### src/rtl/high_addr_run_monitor.sv
// high_addr_run_monitor: measures consecutive high_addr cycles and raises a sticky irq at THRESHOLD.
// Define HIGH_ADDR_ALARM_COUNT_EN to add the saturating alarm_count output.
module high_addr_run_monitor #(
   parameter int CNT_W     = 8,
   parameter int THRESHOLD = 16
) (
   input  logic             clk,
   input  logic             rstN,
   input  logic             high_addr,
   input  logic             irq_ack,
   output logic             irq,
   output logic [CNT_W-1:0] run_len,
   output logic             busy
`ifdef HIGH_ADDR_ALARM_COUNT_EN
   ,
   output logic [CNT_W-1:0] alarm_count
`endif
);
   typedef enum logic [1:0] {IDLE, COUNT, ALARM, WAIT_LOW} state_t;
   localparam logic [CNT_W-1:0] MAX_CNT = '1;
   localparam logic [CNT_W:0]   THR     = (CNT_W+1)'(THRESHOLD);
   generate
      if (THRESHOLD < 1 || THRESHOLD > (2**CNT_W) - 1) begin : g_bad_threshold
         $error("high_addr_run_monitor: THRESHOLD out of range 1 .. 2**CNT_W-1");
      end
   endgenerate
   state_t           r_state;
   state_t           w_next;
   logic             r_irq;
   logic             r_busy;
   logic [CNT_W-1:0] r_run_len;
   logic [CNT_W:0]   w_run_inc;
   logic [CNT_W-1:0] w_run_next;
   // one extra bit so run_len+1 cannot wrap before the threshold compare
   assign w_run_inc  = {1'b0, r_run_len} + 1'b1;
   assign w_run_next = high_addr ? ((r_run_len == MAX_CNT) ? r_run_len : w_run_inc[CNT_W-1:0]) : '0;
   always_comb begin
      w_next = r_state;
      case (r_state)
         IDLE:     if (high_addr) w_next = (THRESHOLD == 1) ? ALARM : COUNT;
         COUNT:    w_next = !high_addr ? IDLE : (w_run_inc >= THR) ? ALARM : COUNT;
         ALARM:    if (irq_ack) w_next = high_addr ? WAIT_LOW : IDLE;
         WAIT_LOW: if (!high_addr) w_next = IDLE;
         default:  w_next = IDLE;
      endcase
   end
   always_ff @(posedge clk or negedge rstN) begin
      if (!rstN) begin
         r_state   <= IDLE;
         r_irq     <= 1'b0;
         r_busy    <= 1'b0;
         r_run_len <= '0;
      end else begin
         r_state   <= w_next;
         r_irq     <= (w_next == ALARM);
         r_busy    <= (w_next != IDLE);
         r_run_len <= w_run_next;
      end
   end
   assign irq     = r_irq;
   assign busy    = r_busy;
   assign run_len = r_run_len;
`ifdef HIGH_ADDR_ALARM_COUNT_EN
   logic [CNT_W-1:0] r_alarm_count;
   logic             w_alarm_entry;
   assign w_alarm_entry = (w_next == ALARM) && (r_state != ALARM);
   always_ff @(posedge clk or negedge rstN) begin
      if (!rstN) r_alarm_count <= '0;
      else if (w_alarm_entry && r_alarm_count != MAX_CNT) r_alarm_count <= r_alarm_count + 1'b1;
   end
   assign alarm_count = r_alarm_count;
`endif
endmodule

### config.mk
export PLATFORM = sky130hd
export DESIGN_NAME = high_addr_run_monitor
export DESIGN_NICKNAME = d
export VERILOG_FILES = /design/src/rtl/high_addr_run_monitor.sv
export SDC_FILE = /design/constraint.sdc
export NUM_CORES = 1
export LEC_CHECK = 0
export CAP_MARGIN = 20
export CORE_MARGIN = 1.5
export CORE_UTILIZATION = 52
export DETAILED_ROUTE_END_ITERATION = 10
export PLACE_DENSITY_LB_ADDON = 0.12
export SLEW_MARGIN = 15
export SYNTH_ARGS = -nofsm -noshare
export SYNTH_HDL_FRONTEND = slang
export SYNTH_SLANG_ARGS = --single-unit
export TNS_END_PERCENT = 30
### constraint.sdc
create_clock -name clk -period 2.8 [get_ports clk]
set_clock_uncertainty 0.2 [all_clocks]
set_input_delay 0.28 -clock clk [delete_from_list [all_inputs] [get_ports clk]]
set_output_delay 0.28 -clock clk [all_outputs]
set_load 0.01 [all_outputs]
==> flow_summary.json <==
{
  "crit_path_max_fanout": 10,
  "rows": 12,
  "clkTransAtPathRegs_ns": 0.07,
  "async_flop_share_pct": 100,
  "largest_net_degree_at_the_start_of_global_routing": 16,
  "cpPeakStageDelay_ns": 0.60,
  "critical_path_required_ns": 2.32,
  "vdd_drop_max_v": 0.000254,
  "pwr_density_cell_mw_per_mm2": 386,
  "worst_skew_pair.late_latency_ns": 0.27,
  "floorplan.core_area_mm2": 0.00116,
  "sequential_cell_area_um2": 300,
  "hold_class": "in2async",
  "cpMaxStageDelayCell": "clkdlybuf4s50_1",
  "setup_viol": 0,
  "most-common-layout-cells": "clkdlybuf4s50_1 (13), dfrtp_1 (12), o21ai_0 (7)",
  "multi_input_area_um2": 354,
  "route.detailed.vias_per_inst": 6.65,
  "cp_num_buf_inv": 1,
  "synth_simple_gate_area_share_pct": 23.0,
  "cts_max_level": 1,
  "maxCapViolations": 0,
  "num_antenna_cells": 0,
  "hold_vio_cnt_final": 0,
  "yosysWarnings": 0,
  "cts_num_sinks": 12,
  "setup_repair_after_global_routing_missed_its_margin": "no",
  "static-leakage-power_nw": 0.340,
  "tightest_slew_ns": 0.521,
  "layout.cells.most_common": "clkdlybuf4s50_1",
  "synth.lib_cells_used.distinct": 37,
  "cts-hold-fix-buffers": 0,
  "chipWidth_um": 39.0,
  "post_synth_inst_count": 69,
  "totalNegativeSetupSlack_ns": 0,
  "post_route_cells_drive_above_1_share_pct": 8.43,
  "synth_xor_area_share_pct": 1.30,
  "maxSlewViolCount": 0,
  "synth_compound_area_share_pct": 24.5,
  "largest_delay_share_family_worst_path": "buffers and inverters",
  "layout_min_cycle_time_ns": 1.88,
  "dp.final_hpwl_um": 967,
  "synth.cell_area_um2": 674,
  "wire_per_inst_um": 14.6,
  "stdcell_count": 97,
  "clock.fmax_mhz": 531,
  "post_cts.repair.setup_buffers": 0,
  "postCtsResizedCells": 0,
  "initial_antenna_violation_count": 0,
  "layout.cell_area.non_filler_um2": 836,
  "io_buffers": 13,
  "groute.usage.overall_pct": 23.3,
  "largest_family_of_logic_cells_by_synthesized_area": "compound AO/OA/AOI/OAI gates",
  "timing_worst_setup_path_type": "reg2out",
  "vias": 645,
  "ys_dominant_reg_cell": "dfrtp_1",
  "grt_overflow_total": 0,
  "floorplan.die.height_um": 39.0,
  "crit_path_cell_trace": "clkdlybuf4s50_1",
  "drt_drc_violations_left": 0,
  "inserted_clock_buffers": 3,
  "gp_congestion": 0.805,
  "share_of_the_clock_period_used_by_the_worst_path_after_layout_pct": 67.3,
  "post_synth_fa_ha_maj_area_fraction_pct": 3.71,
  "initial_utilization_pct": 58.3,
  "outcome": "completed",
  "worst_relative_slew_slack_pct": 65.1,
  "tritoncts": "done",
  "firstDrtPassIters": 5,
  "top_level_ports": 14,
  "p_total_mw": 0.322,
  "synth_seq_area_share_pct": 44.5,
  "area.growth.synth_to_final_pct": 23.9,
  "timing.critical_path.to_type": "primary output",
  "route.antenna.remaining_nets": 0,
  "arrival_ns": 1.40,
  "layout.filler_cells": 88,
  "numPlacedInstances": 94,
  "setup.worst_path.start_class": "register",
  "die-area_mm2": 0.00152,
  "post_synth_mux_area_share_pct": 0,
  "mappedNetlistNets": 75,
  "timing.hold.ws_ns": 0.155,
  "synth-seq-cells": 12,
  "first_iter_violations": 20,
  "cts.path.max_buffers": 2,
  "totalWireLength_um": 1420,
  "dpl_cell_area_um2": 813,
  "number_of_global_route_vias_before_repair": 533,
  "synth_enable_flop_cells": 0,
  "nNetsFinal": 91,
  "grt_pass1_wl_um": 2350,
  "syn_avg_cell_area_um2": 9.77,
  "cts_root_buf": "clkbuf_4"
}
[worst paths after layout]
check,from,to,slack [ns],cells after the start
worst min-delay path,rstN,run_len[4],0.15,1
min in group clk,r_state[1],r_state[1],0.37,2
worst max-delay path,run_len[4],run_len[4],0.92,1
worst max register to register,run_len[1],run_len[0],0.96,4
max in group asynchronous,rstN,run_len[7],1.90,1
worst min register to register,r_state[1],r_state[1],0.37,2
[state kept, by name, summed over array words and instances, names as in the netlist]
name / flops
run_len: 8
r_state: 2
busy: 1
irq: 1
[kinds of logic (layout without fill, tap and decap cells)]
family,Yosys count,after routing
AOI/OAI and AO/OA,25,25
and+or+nand+nor,24,24
DFF,12,12
buffers and inverters,5,19
adders and majority gates,2,2
xor gates and xnor gates,1,1
[through the flow]
| step | utilization, % | worst slack (ns) |
|---|---|---|
| floorplan | - | 1.08 |
| global placement | 70.3 | 0.990 |
| detailed placement | 70.3 | 0.989 |
| CTS | 72.3 | 0.915 |
| global route | 72.3 | 0.827 |
| finish | 72.3 | 0.917 |
[metal layers]
layer | vias to the layer above | routed length (µm) | global-route usage [%]
met1 | 308 | 652 | 32.0
met3 | 8 | 99 | 5.20
li1 | 293 | - | -
met5 | - | 0 | 0
met2 | 36 | 628 | 31.7
met4 | 0 | 36 | 15.5
[power breakdown]
part | switching [mW] | leakage, nW | internal, mW | total (mW)
Combinational | 0.0157 | 0.166 | 0.0171 | 0.0328
Sequential | 0.00915 | 0.160 | 0.178 | 0.188
Clock | 0.0521 | 0.0138 | 0.0497 | 0.102
Total | 0.0770 | 0.340 | 0.245 | 0.322
[Yosys cell counts (2+ instances only)]
master,instances,area [µm²]
a31oi_1,3,18.8
nand3b_1,2,15.0
ha_1,2,25.0
a21oi_1,3,15.0
o21ai_0,7,35.0
nand3_1,3,15.0
inv_1,3,11.3
dfrtp_1,12,300
a21boi_1,2,15.0
nand2_1,4,15.0
a21boi_0,2,15.0
[layout make-up]
class                      count  share of cell area (%)
sequential                    12                    35.9
multi-input combinational     52                    42.4
inverter                       3                    1.35
tap                           14                    2.10
clock buffer                   3                    2.69
timing repair buffer          13                    15.6
(Power assumes the default switching activity.)
